===== src/rtl/reg_file_param.sv =====
// -----------------------------------------------------------------------------
// reg_file_param
//
// General-purpose register file for the single-cycle MIPS datapath.
// Two combinational read ports and one synchronous write port. There is also a
// dedicated link write for jal into LINK_REG, and register 0 always reads zero.
// After reset a clear sequencer zeroes every entry, one per clock. busy stays
// high while it runs, and the datapath must stall during that time.
//
// Optional feature macro: REG_FILE_BYPASS_EN
//   When this macro is defined, a read of the address being written in the
//   current cycle returns the incoming value combinationally. The link value
//   has priority over write_data. When it is not defined, the read returns the
//   stored value until the clock edge.
//
// Ports:
//   clk               system clock, rising-edge active
//   rst               asynchronous reset, active-high
//   read_reg_1/2      read port addresses
//   read_data_1/2     read port data (0 while clearing or for address 0)
//   write_reg         write address
//   write_data        write data
//   signal_reg_write  write enable
//   jal               link-write enable (entry[LINK_REG] <= pc + LINK_OFFSET)
//   pc                current program counter
//   busy              high while the clear sequence runs
//
// Handshake: none. busy is a level stall request. Writes and jal are accepted
// on any rising edge where busy is low. They are ignored while busy is high.
// -----------------------------------------------------------------------------
module reg_file_param #(
    parameter int DATA_W      = 32,
    parameter int ADDR_W      = 5,
    parameter int LINK_REG    = 31,
    parameter int LINK_OFFSET = 4
) (
    input  logic              clk,
    input  logic              rst,
    input  logic [ADDR_W-1:0] read_reg_1,
    input  logic [ADDR_W-1:0] read_reg_2,
    output logic [DATA_W-1:0] read_data_1,
    output logic [DATA_W-1:0] read_data_2,
    input  logic [ADDR_W-1:0] write_reg,
    input  logic [DATA_W-1:0] write_data,
    input  logic              signal_reg_write,
    input  logic              jal,
    input  logic [DATA_W-1:0] pc,
    output logic              busy
);

    localparam int DEPTH = 2 ** ADDR_W;
    localparam logic [ADDR_W-1:0] LINK_ADDR = ADDR_W'(LINK_REG);
    localparam logic [ADDR_W-1:0] LAST_ADDR = ADDR_W'(DEPTH - 1);

    typedef enum logic {
        CLEAR = 1'b0,
        READY = 1'b1
    } state_t;

    // The state register and the clear counter are the FSM's observable state.
    state_t             state;
    state_t             next_state;
    logic [ADDR_W-1:0]  counter;
    logic [ADDR_W-1:0]  next_counter;

    logic [DATA_W-1:0]  regs [DEPTH];

    logic [DATA_W-1:0]  link_value;
    logic               link_en;
    logic               write_en;

    // pc + LINK_OFFSET wraps modulo 2**DATA_W.
    assign link_value = pc + DATA_W'(LINK_OFFSET);
    assign link_en    = (state == READY) && jal;
    // When both writes target LINK_REG, the link write wins. The ordinary
    // write is dropped in that case.
    assign write_en   = (state == READY) && signal_reg_write && (write_reg != '0)
                        && !(jal && (write_reg == LINK_ADDR));

    // ---------------------------------------------------------------- FSM
    always_ff @(posedge clk or posedge rst) begin
        if (rst) begin
            state   <= CLEAR;
            counter <= '0;
        end else begin
            state   <= next_state;
            counter <= next_counter;
        end
    end

    always_comb begin
        next_state   = state;
        next_counter = counter;
        busy         = 1'b0;
        case (state)
            CLEAR: begin
                busy         = 1'b1;
                next_counter = counter + 1'b1;
                if (counter == LAST_ADDR) begin
                    next_state   = READY;
                    next_counter = '0;
                end
            end
            READY: begin
                busy = 1'b0;
            end
            default: begin
                next_state = CLEAR;
                busy       = 1'b1;
            end
        endcase
    end

    // ---------------------------------------------------------------- storage
    // The array is not reset. The clear sequencer zeroes it one entry per
    // cycle. rst gates the writes, so an edge that coincides with reset does
    // not disturb any entry.
    always_ff @(posedge clk) begin
        if (!rst) begin
            if (state == CLEAR) begin
                regs[counter] <= '0;
            end else begin
                if (write_en) begin
                    regs[write_reg] <= write_data;
                end
                if (link_en) begin
                    regs[LINK_ADDR] <= link_value;
                end
            end
        end
    end

    // ---------------------------------------------------------------- reads
    function automatic logic [DATA_W-1:0] read_port(input logic [ADDR_W-1:0] addr);
        logic [DATA_W-1:0] value;
        value = '0;
        if (state == READY && addr != '0) begin
            value = regs[addr];
`ifdef REG_FILE_BYPASS_EN
            if (link_en && addr == LINK_ADDR) begin
                value = link_value;
            end else if (write_en && addr == write_reg) begin
                value = write_data;
            end
`endif
        end
        return value;
    endfunction

    always_comb begin
        read_data_1 = '0;
        read_data_2 = '0;
        read_data_1 = read_port(read_reg_1);
        read_data_2 = read_port(read_reg_2);
    end

endmodule

===== config.mk =====
export PLATFORM = sky130hd
export DESIGN_NAME = reg_file_param
export DESIGN_NICKNAME = d
export VERILOG_FILES = /design/src/rtl/reg_file_param.sv
export SDC_FILE = /design/constraint.sdc
export NUM_CORES = 1
export LEC_CHECK = 0
export ABC_AREA = 1
export CORE_ASPECT_RATIO = 1.25
export CORE_MARGIN = 5
export CORE_UTILIZATION = 25
export CTS_CLUSTER_SIZE = 14
export DETAILED_ROUTE_END_ITERATION = 7
export GPL_ROUTABILITY_DRIVEN = 0
export PLACE_DENSITY = 0.38
export SLEW_MARGIN = 20
export SYNTH_ARGS = -nofsm -noshare
export SYNTH_HDL_FRONTEND = slang
export SYNTH_SLANG_ARGS = --single-unit

===== constraint.sdc =====
create_clock -name clk -period 7.9 [get_ports clk]
set_input_delay 1.58 -clock clk [delete_from_list [all_inputs] [get_ports clk]]
set_output_delay 1.58 -clock clk [all_outputs]
set_load 0.03 [all_outputs]

=== Word-level counts from Yosys, hierarchy flattened ===
Memory sizes are Yosys's and may differ from the RTL's.
Cells that the tools add are included.

* Add/sub/neg operators: 2
* Multiply operators: 0
* Divide/modulo/power cells: 0
* Magnitude comparators: 0
* Equal/unequal tests: 2
* Shifts and indexed selects: 0
* Mux-type cells: 20
* Bitwise logic cells: 1
* Reduce and logical (&&, ||, !) cells: 12

{| class="wikitable"
|+ Operators by type and width
! kind !! count
|-
| 32-bit two-way mux || 3
|-
| 32-bit by 3-bit adder with 32-bit output (second input constant) || 1
|-
| 32-bit OR reduction || 1
|-
| 5-bit nonzero test || 3
|-
| 1-bit two-way mux || 14
|-
| 5-bit == test (second input constant) || 2
|-
| 5-bit two-way mux || 2
|-
| 1-bit logical AND || 7
|-
| 5-bit by 1-bit adder with 5-bit output (second input constant) || 1
|-
| 1-bit one-hot mux with 2 select lines || 1
|-
| 1-bit logical NOT || 1
|-
| 1-bit NOT || 1
|}

* Bits in registers: 6
* Latch bits: 0
* RAM bits: 1024
* ROM bits: 0
* Bits of input ports: 83
* Output and inout port bits: 65
* Word-level logic and storage cells: 40
* Memories kept: 1

{| class="wikitable"
|+ Memories
! name !! depth !! width !! read ports !! clocked after memory_dff !! wr ports !! line !! RTL
|-
| regs || 32 || 32 || 2 || 0 || 2 || 66 || <nowiki>logic [DATA_W-1:0] regs [DEPTH];</nowiki>
|}

=== Depth between registers and ports, before layout ===
* Word-level depth: 10
* Depth in mapped cells: 11

=== Worst setup path before layout ===
OpenSTA, ideal clock, no wires.

* Kind: input to output
* Start: in read_reg_2[0]
* End: out read_data_2[25]
* Data arrival time: 2.994 ns
* Setup slack: 3.326 ns
* Stages: 9
* Buffers on the path: 4
* Cell sequence: buf_4 buf_6 buf_6 buf_2 o21ai_0 nand2_1 nand3_1 nand3_1 a21oi_1

* Word-level cells in the longest chain between the ends: 3

{| class="wikitable"
|+ RTL lines
! item !! line !! RTL
|-
| start, declared || 40 || <nowiki>input logic [ADDR_W-1:0] read_reg_2,</nowiki>
|-
| branches (longest 2 deep; another with memory read 32 x 32 bit) || n/a ||
|-
| 32-bit two-way mux (*) || 137 || <nowiki>if (state == READY && addr != '0) begin</nowiki>
|-
| end, declared || 42 || <nowiki>output logic [DATA_W-1:0] read_data_2,</nowiki>
|}

Mark *: on every way between the ends.

=== Worst setup path after layout ===
* Start: in read_reg_2[1]
* End: out read_data_2[0]

Same word-level chain as after synthesis.

==> impl_metrics.toml <==
[sta]
finalSetupViolCount = 0
skew_ns = 0.0372
finalSetupTns_ns = 0
final-max-slew-violation-count = 0
post-route-period-util = 0.825
max_freq_mhz = 153
tightest_slew_ns = 1.14
worst_slack_ns = 1.38
relSlewSlack = 0.240
hold_violations = 0
rsz0062_at_grt = "no"
period_needed_ns = 6.52

[detailed_routing]
antenna_left = 0
avgViaCountPerCell = 5.06
initialDrtViolationCount = 4413
vias = 44800
finalWirelength_um = 239000
drcViolationCount = 0
drt_pass1_iterations = 6
drt-wirelength-per-cell_um = 27.1

[synth]
synth_cell_types = 34
yosysSeqAreaShare = 0.588
syn_area_mm2 = 0.0525
async_flop_share = 0.00583
syn-num-nets = 6076
synth_cells = 5990
yosys_register_bits = 1030
synth_edf_count = 1024
avgSynthCellArea_um2 = 8.77
ys.flop_type = "edfxtp_1"
ys_warn_count = 0
yosys-top-cells-area = "edfxtp_1 59%, nand2_1 16%, nand3_1 11%"
synth_top_area_share = 0.585
synth_largest_area_cell = "edfxtp_1"

[placement]
dp_cells = 8627
dp_slack_ns = 1.36
hpwl_um = 145000
port_buffers = 147

[die]
die_h_um = 523
initial_core_util = 0.251
io_pins = 148
die_w_um = 420
core.rowCount = 188
core_area_mm2 = 0.210
fp.dieArea_mm2 = 0.219

[power]
finalPower_uw = 12700
ir_worst_vdd_mv = 0.214
power.density_mw_per_mm2 = 207
p_leak_uw = 0.0224

[final_layout]
final_common_cell = "nand2_1"
mostFrequentLayoutCells = "2204 x nand2_1, 1166 x nand3_1, 1024 x edfxtp_1"
drive_above_1_share = 0.0676
area_growth_pct = 16.4
nets = 6076
layout.cells.non_filler = 8839
post-route-util = 0.292

[clock_network]
ctsResizeCount = 0
cts_tree = "yes"
clock_latency_ns = 0.74
root_buffer = "clkbuf_16"
holdBufCountCts = 0
cts.sinks = 1030
clockBufferDepth = 3
post_cts_buffers = 0
clk_pin_slew_ns = 0.06
htreeDepth = 3
cts_made_buffers = 115

[global_routing]
grt_pass1_wl_um = 335000
antenna_found_initial = 8
grt_pass1_vias = 43500
grt_usage = 0.213
grt_start_max_net_pins = 210
grt_overflow = 0

[min_path]
holdCritPathClass = "flop to flop"

[run]
cap_viol_max_count = 0

[worst_setup_path]
crit_path_end_kind = "output pin"
crit_buf_inv = 3
crit_path_max_incr_delay_ns = 0.81
path_class = "input port to output pin"
worstPathCellList = "buf_6 -> nor2_4 -> buf_4 -> a21oi_1 -> nand3_1 -> nand3_1 -> a21oi_1 -> clkdlybuf4s50_1"
startpoint_type = "input port"
crit_path_max_fanout = 32
cp_top_family = "buffers and inverters"
cp.arrival_ns = 4.94
cp_slowest_cell = "clkdlybuf4s50_1"
worstPathRequired_ns = 6.32

[status]
status = "complete, no violations"
registers in the layout, indices dropped and copies added, names as in the netlist:
register / cells
regs: 1024
counter: 5
state: 1
where the power goes:
part,switching (µW),internal (µW),total [µW]
clock network,2370,2970,5330
registers,20.5,6010,6030
logic,985,319,1300
worst paths after layout:
kind / startpoint / to / slack [ns] / cells past startpoint
max in group asynchronous: rst / state / 6.64 / 2
min in group asynchronous: rst / counter[2] / 1.08 / 2
worst min-delay path: counter[4] / counter[4] / 0.52 / 2
worst max register to register: state / regs[12][7] / 2.95 / 7
worst min register to register: counter[4] / counter[4] / 0.52 / 2
worst max-delay path: read_reg_2[1] / read_data_2[0] / 1.38 / 8
metal layers:
metal	routed length, µm	global-route usage
met4	9020	0.0769
met3	13200	0.0238
met1	98700	0.270
met2	118000	0.373
met5	0	0
worst reg2reg max path, stage by stage (launching register included):
cell and delay [ns]:
dfrtp_1 0.88, nand2_1 0.22, nor2_4 0.18, nand3_4 0.58, o21ai_2 0.58, nand3_2 0.48, nor2_4 0.93, buf_4 0.69
per-stage QoR:
step / area [µm²] / hold slack [ns]
CTS: 61100 / 0.529
detailed placement: 57500 / 0.511
finish: 61100 / 0.520
global placement: 57400 / 0.501
global route: 61100 / 0.565
floorplan: 52500 / 0.477
logic make-up after synthesis:
logic type | Yosys count | synth area share
compound gates | 731 | 0.0699
flops | 1030 | 0.588
simple gates | 3514 | 0.282
fa+ha+maj | 3 | 0.000715
buf+inv | 695 | 0.0567
xor+xnor | 17 | 0.00283
final cells by class:
| type | count | area [µm²] |
|---|---|---|
| diodes | 3 | 7.51 |
| repair buffers | 307 | 3150 |
| multi-input cells | 4265 | 19000 |
| fillers | 21800 | 148000 |
| clock buffers | 140 | 2990 |
| inverters | 271 | 1050 |
| flip-flops and latches | 1030 | 30900 |
| well taps | 2755 | 3450 |
| clock inverters | 68 | 579 |
cells in the mapped netlist (2+ instances only):
cell type,instances
edfxtp_1,1024
nand2_1,2207
buf_4,31
xor2_1,13
nor2_1,98
ha_1,3
clkbuf_1,164
nand3_2,2
nand3b_1,9
nand4_1,11
buf_2,168
nor2_2,10
buf_1,55
xnor2_1,4
o21ai_1,18
nand3_1,1167
buf_6,6
dfrtp_1,6
nor3_1,5
o21ai_2,2
o21ai_0,384
inv_1,265
a21oi_1,323
inv_2,5
Power figures use the tool's default switching activity.
